===== src/rtl/ddr_port_arbiter.sv =====
// Round-robin arbiter that shares the DDR controller's access port between NPORTS requesters.
// Each grant covers one whole transaction (one write, or a full read burst) plus the controller's drain.
module ddr_port_arbiter #(
   parameter int NPORTS    = 2,
   parameter int BUF_WIDTH = 3
) (
   input  logic                 wb_clk_i,
   input  logic                 wb_rst_i,
   input  logic [NPORTS-1:0]    req_acc_i,
   input  logic [NPORTS-1:0]    req_we_i,
   input  logic [NPORTS*32-1:0] req_adr_i,
   input  logic [NPORTS*32-1:0] req_dat_i,
   input  logic [NPORTS*4-1:0]  req_sel_i,
   output logic [NPORTS-1:0]    req_ack_o,
   output logic [31:0]          req_dat_o,
   output logic [31:0]          req_adr_o,
   output logic [NPORTS-1:0]    grant_o,
   output logic                 ctrl_acc_o,
   output logic                 ctrl_we_o,
   output logic [31:0]          ctrl_adr_o,
   output logic [31:0]          ctrl_dat_o,
   output logic [3:0]           ctrl_sel_o,
   output logic [3:0]           ctrl_buf_width_o,
   input  logic                 ctrl_ack_i,
   input  logic [31:0]          ctrl_dat_i,
   input  logic [31:0]          ctrl_adr_i,
   input  logic                 ctrl_idle_i,
   input  logic                 ctrl_rdy_i
);

   localparam int IDXW = (NPORTS > 1) ? $clog2(NPORTS) : 1;
   localparam int CW   = BUF_WIDTH + 1;
   localparam logic [CW-1:0] LAST_BEAT = CW'((1 << BUF_WIDTH) - 1);

   typedef enum logic [1:0] {ARB, BUSY, DRAIN} state_t;

   state_t            state, state_next;
   logic [IDXW-1:0]   last_idx, gnt_idx, pick_idx, cand;
   logic [NPORTS-1:0] pick_onehot;
   logic              pick_valid;
   logic [CW-1:0]     beat_cnt;
   logic              start, beat, done;

   logic              we_arr  [NPORTS];
   logic [31:0]       adr_arr [NPORTS];
   logic [31:0]       dat_arr [NPORTS];
   logic [3:0]        sel_arr [NPORTS];

   for (genvar p = 0; p < NPORTS; p++) begin : g_unpack
      assign we_arr[p]  = req_we_i[p];
      assign adr_arr[p] = req_adr_i[32*p +: 32];
      assign dat_arr[p] = req_dat_i[32*p +: 32];
      assign sel_arr[p] = req_sel_i[4*p +: 4];
   end

   assign ctrl_buf_width_o = 4'(BUF_WIDTH);

   // Scan downwards so the requester closest after the last owner is the one that sticks.
   always_comb begin
      pick_valid  = 1'b0;
      pick_idx    = '0;
      cand        = '0;
      pick_onehot = '0;
      for (int i = NPORTS; i >= 1; i--) begin
         cand = IDXW'((int'(last_idx) + i) % NPORTS);
         if (req_acc_i[cand]) begin
            pick_valid = 1'b1;
            pick_idx   = cand;
         end
      end
      pick_onehot[pick_idx] = 1'b1;
   end

   assign start = (state == ARB) && pick_valid && ctrl_idle_i && ctrl_rdy_i;
   assign beat  = (state == BUSY) && ctrl_ack_i;
   assign done  = beat && (ctrl_we_o || (beat_cnt == LAST_BEAT));

   always_ff @(posedge wb_clk_i or posedge wb_rst_i) begin
      if (wb_rst_i) state <= DRAIN;
      else          state <= state_next;
   end

   always_comb begin
      state_next = state;
      unique case (state)
         ARB:     if (start)       state_next = BUSY;
         BUSY:    if (done)        state_next = DRAIN;
         DRAIN:   if (ctrl_idle_i) state_next = ARB;
         default:                  state_next = DRAIN;
      endcase
   end

   // Acks and read data only reach the owner, and only while it still wants them.
   always_comb begin
      req_ack_o = '0;
      req_dat_o = '0;
      req_adr_o = '0;
      if (beat) begin
         req_ack_o = grant_o & req_acc_i;
         if (!ctrl_we_o) begin
            req_dat_o = ctrl_dat_i;
            req_adr_o = ctrl_adr_i;
         end
      end
   end

   always_ff @(posedge wb_clk_i or posedge wb_rst_i) begin
      if (wb_rst_i) begin
         grant_o    <= '0;
         gnt_idx    <= '0;
         last_idx   <= IDXW'(NPORTS - 1);
         ctrl_acc_o <= 1'b0;
         ctrl_we_o  <= 1'b0;
         ctrl_adr_o <= '0;
         ctrl_dat_o <= '0;
         ctrl_sel_o <= '0;
         beat_cnt   <= '0;
      end else begin
         if (start) begin
            grant_o    <= pick_onehot;
            gnt_idx    <= pick_idx;
            ctrl_acc_o <= 1'b1;
            ctrl_we_o  <= we_arr[pick_idx];
            ctrl_adr_o <= adr_arr[pick_idx];
            ctrl_dat_o <= dat_arr[pick_idx];
            ctrl_sel_o <= sel_arr[pick_idx];
            beat_cnt   <= '0;
         end else if (done) begin
            ctrl_acc_o <= 1'b0;
         end else if (beat) begin
            beat_cnt <= beat_cnt + 1'b1;
         end
         // A DRAIN entered from reset has no owner, so the rotation point is left alone.
         if (state == DRAIN && ctrl_idle_i) begin
            grant_o <= '0;
            if (|grant_o) last_idx <= gnt_idx;
         end
      end
   end

endmodule


===== config.mk =====
export PLATFORM = sky130hd
export DESIGN_NAME = ddr_port_arbiter
export DESIGN_NICKNAME = d
export VERILOG_FILES = /design/src/rtl/ddr_port_arbiter.sv
export SDC_FILE = /design/constraint.sdc
export NUM_CORES = 1
export LEC_CHECK = 0
export CORE_AREA = 2 2 135 137
export CTS_BUF_LIST = sky130_fd_sc_hd__clkbuf_4 sky130_fd_sc_hd__clkbuf_8
export DETAILED_ROUTE_END_ITERATION = 16
export DIE_AREA = 0 0 137 139
export PLACE_DENSITY = 0.65
export RECOVER_POWER = 100
export SLEW_MARGIN = 20
export SYNTH_ARGS = -nofsm -noshare
export SYNTH_HDL_FRONTEND = slang
export SYNTH_SLANG_ARGS = --single-unit

===== constraint.sdc =====
create_clock -name wb_clk_i -period 7.08 [get_ports wb_clk_i]
set_clock_uncertainty 0.1 [all_clocks]
set_input_delay 1.416 -clock wb_clk_i [delete_from_list [all_inputs] [get_ports wb_clk_i]]
set_output_delay 1.416 -clock wb_clk_i [all_outputs]
set_load 0.01 [all_outputs]

[After elaboration in Yosys (flattened, before gate mapping)]
Cells that the tools add are included.
Storage, ports and cells
  register bits: 80
  input port bits: 209
  output and inout port bits: 142
  word-level logic and storage cells: 81
Operators by class
  add/subtract/negate cells: 3
  $lt $le $gt $ge: 5
  equal/unequal tests: 7
  multiplexer cells: 38
  bitwise gates (word level): 2
  reductions and logical operators: 16
Operators by type and width (number)
  2-to-1 mux 32 bit: 10
  2-to-1 mux 4 bit: 6
  2-to-1 mux 1 bit: 14
  2-to-1 mux 2 bit: 6
  inequality test 2 bit, second input constant: 4
  logical AND 1 bit: 7
  less-than comparator 1 x 2 -> 1 bit, second input constant: 3
  one-hot mux 2 bit (3 select lines): 1
  nonzero test 2 bit: 3
  adder 4 x 1 -> 4 bit, second input constant: 1
  == test 4 x 3 -> 1 bit, second input constant: 1
  AND reduction 2 bit: 2
  AND reduction 3 bit: 1
  adder 1 bit, second input constant: 2
  bitwise AND 2 bit: 1
  == test 2 x 1 -> 1 bit, second input constant: 1
  == test 2 bit, second input constant: 1
  >= comparator 2 bit, second input constant: 1
  logical NOT 2 bit: 1
  inverter 1 -> 2 bit: 1
  OR reduction 2 bit: 1
  demux 1 bit (select 1 bit): 1
  >= comparator 1 bit, second input constant: 1
  logical OR 1 bit: 1

[Logic depth before layout (Yosys ltp)]
  word-level depth: 11
  depth in mapped cells: 5
  gate-level depth less buffers: 4

[Least setup slack after synthesis]
Ideal clock, no wire load.
  kind: input-to-output
  start point: input ctrl_ack_i
  end point: output req_adr_o[12]
  arrival: 2.270 ns
  required time: 5.564 ns
  path slack: 3.294 ns
  stages on the path: 4
  buffers on the path: 1
  cell sequence: nand3b_1 nor2_1 clkbuf_1 and2_1
On the way
  longest elaborated chain between the ends: 2
RTL lines
  start: declaration: line 24  | input logic ctrl_ack_i,
  logical AND 1 bit: line 75  | assign beat = (state == BUSY) && ctrl_ack_i;
  2-to-1 mux 32 bit: line 98  | if (beat) begin
  end: declaration: line 16  | output logic [31:0] req_adr_o,
Every way passes these cells.

[Worst setup path after layout]
  start point: input ctrl_ack_i
  end point: output req_adr_o[13]
Same word-level chain as after synthesis.

==> metrics <==
status complete, but fails checks; failing checks capacitance limit, slew limit; fin util 47.29%; EDFF count, synth 0; Post-CTS Resized 0; main combinational cell family by area after synthesis multiplexers; placed cells 910; CTS buffer count 9; routed len/inst 18.75 microns; final WL 17420 microns; core box area 17660 sq um; Layout area overhead 85.08%; Compound-Gate Fraction of Synth Area 3.050%; R2R setup slack 2290 ps; register bit total from synthesis 80; TritonCTS clock tree yes; Clock Pin Slew Worst Setup and Hold Paths 80 ps; startpoint types input port; Adder-Cell Fraction of Synth Area 0.2773%; number of global-route vias before repair 4363; Synth async-reset ratio 100.0%; wl on met1 6441 microns; Least-Margin Pin Slew 2831 ps; hold_sp ctrl_adr_o[29]$_DFFE_PP0P_; Post-Synth XOR/XNOR Area 0%; Row Count 49; leakage power 0.003424 uW; first-pass GRT wire length 25660 microns; initial antenna violation count 5; HPWL Detailed 13870 microns; largest net degree at the start of global routing 81; fin crit share 84.78%; hold crit path type reg -> reg; Antenna Nets Post-Route 0; CTS sink cnt 80; Post-CTS Hold Buffers 0; die area 19040 sq um; fin. max-slew vios 101; DR top layer met5; met2 routed WL 8866 microns; Synth Cell Area 4512 sq um; First-pass DRT Iterations 4; syn avg cell area 12.71 sq um; number of setup buffers added after CTS 0; die width 137 microns; Initial Util 25.55%; H-tree levels 3; PortBufs 346; final setup vio count 0; Max Cap Viol 2; total power 2370 uW; min Tclk post-route 6003 ps; Vias/cell 4.459; Syn Inst Count 355; worst hold path stage count 1; Arr. time, crit path 4490 ps; fmax 166.6 MHz; reg2reg start state[0]$_DFFE_PP0P_; Nets 902; CP endpoint kind primary output; GP Congestion 0.8464; Crit Path Class in -> out; top_reg_cell synth dfrtp_1; PwrDens 283.8 nW/um^2; relative slew slack -89.41%; I/O Pins 351; total track usage 17.83%; Final Hold Fails 0; RSZ-0062 raised after global routing false; cells on worst reg2reg path 4; Worst-Skew Late Latency 350 ps; post-synthesis simple-gate area fraction 13.12%; multiplexer area fraction after synthesis 34.91%; post-synthesis sequential area ratio 44.43%; drc violations 0; Worst Path Max Fanout 64; Netlist cell types 37; r2r endpoint ctrl_adr_o[27]$_DFFE_PP0P_; overflow left after global routing 0; non-filler cells, final 929; setup TNS 0 ps; worst min-delay path endpoint ctrl_adr_o[29]$_DFFE_PP0P_; Peak supply drop 147.1 uV; DIE HEIGHT 139 microns; Critical Path RT 5560 ps; met3 wire len 1772 microns; root buf cell clkbuf_8; Via Count 4142; YS warnings 0; CTS Buffer Depth 2; DRT iter0 DRCs 98; share of cells above drive strength 1 28.84%
-- worst max-delay path, stage by stage --
cell	delay, ps
dlygate4sd3_1	590
nand3b_1	190
nor2_2	1320
and2_2	320
dlygate4sd3_1	640
-- how the worst max path moves through the flow --
stage                     startpoint            end  slack [ps]
after floorplan           ctrl_ack_i  req_adr_o[12]        3290
after detailed placement  ctrl_ack_i  req_dat_o[16]        1720
after global placement    ctrl_ack_i   req_dat_o[8]        1840
after CTS                 ctrl_ack_i  req_dat_o[16]        1720
after global routing      ctrl_ack_i  req_adr_o[13]         780
final                     ctrl_ack_i  req_adr_o[13]        1080
-- cells in the final DEF (no fill, tap or decap), drive strengths merged, types with 3 or more instances in the layout --
cell           count
dfrtp             78
inv                6
diode              3
o211ai             3
dlygate4sd3      112
nor2               5
mux2             139
conb               4
a21boi             3
clkdlybuf4s50    234
and2              64
clkbuf            10
o21ai              7
-- power by group --
part	switching [uW]	internal (uW)	total, uW	leakage [uW]
clock network	185	203	388	0.000112
logic	454	712	1170	0.00236
registers	131	685	816	0.000954
-- final cells by class --
cell class | instances | area, sq um
repair buffers | 349 | 3487
flip-flops and latches | 80 | 2004
clock buffers | 9 | 123.9
diodes | 3 | 7.507
clock inverters | 7 | 101.3
inverters | 4 | 16.27
multi-input cells | 248 | 2323
well taps | 229 | 286.5
fillers | 1644 | 9306
-- Yosys cell counts (3+ instances only) --
cell	n	area (sq um)
o21ai_0	7	35.03
inv_1	4	15.01
and2_1	28	175.2
buf_4	5	37.54
o211ai_1	3	22.52
buf_2	8	40.04
buf_6	6	67.56
mux2_2	139	1565
clkbuf_1	6	22.52
and2_2	36	270.3
nor2_1	4	15.01
dfrtp_1	78	1952
-- logic make-up (layout without fill, tap and decap cells) --
family                   Yosys count  after routing
AO/OA/AOI/OAI                     20             20
adder cells (fa/ha/maj)            1              1
buffers and inverters             29            369
flip-flops                        80             80
multiplexers                     140            140
other                              2              7
AND/OR/NAND/NOR                   83             83
-- per-stage QoR --
step	hold slack, ps	setup WS (ps)	cell area [sq um]
detailed placement	372.7	1724	8145
floorplan	369.7	3294	4519
finish	405.4	1077	8351
CTS	416.7	1724	8371
global route	428.6	775.8	8346
global placement	372.1	1836	8145
-- state kept, by name (all words and copies together) (netlist names) --
| name | flops |
|---|---|
| ctrl_adr_o | 32 |
| ctrl_dat_o | 32 |
| beat_cnt | 4 |
| ctrl_sel_o | 4 |
| grant_o | 2 |
| state | 2 |
| ctrl_acc_o | 1 |
| ctrl_we_o | 1 |
| gnt_idx | 1 |
| last_idx | 1 |
-- metal layers --
| metal | vias up | track usage [%] |
|---|---|---|
| li1 | 1911 | - |
| met1 | 1987 | 19.87 |
| met2 | 216 | 31.24 |
| met3 | 24 | 6.944 |
| met4 | 4 | 4.992 |
| met5 | - | 0 |
Note: power is estimated with default switching activity, not from simulation.
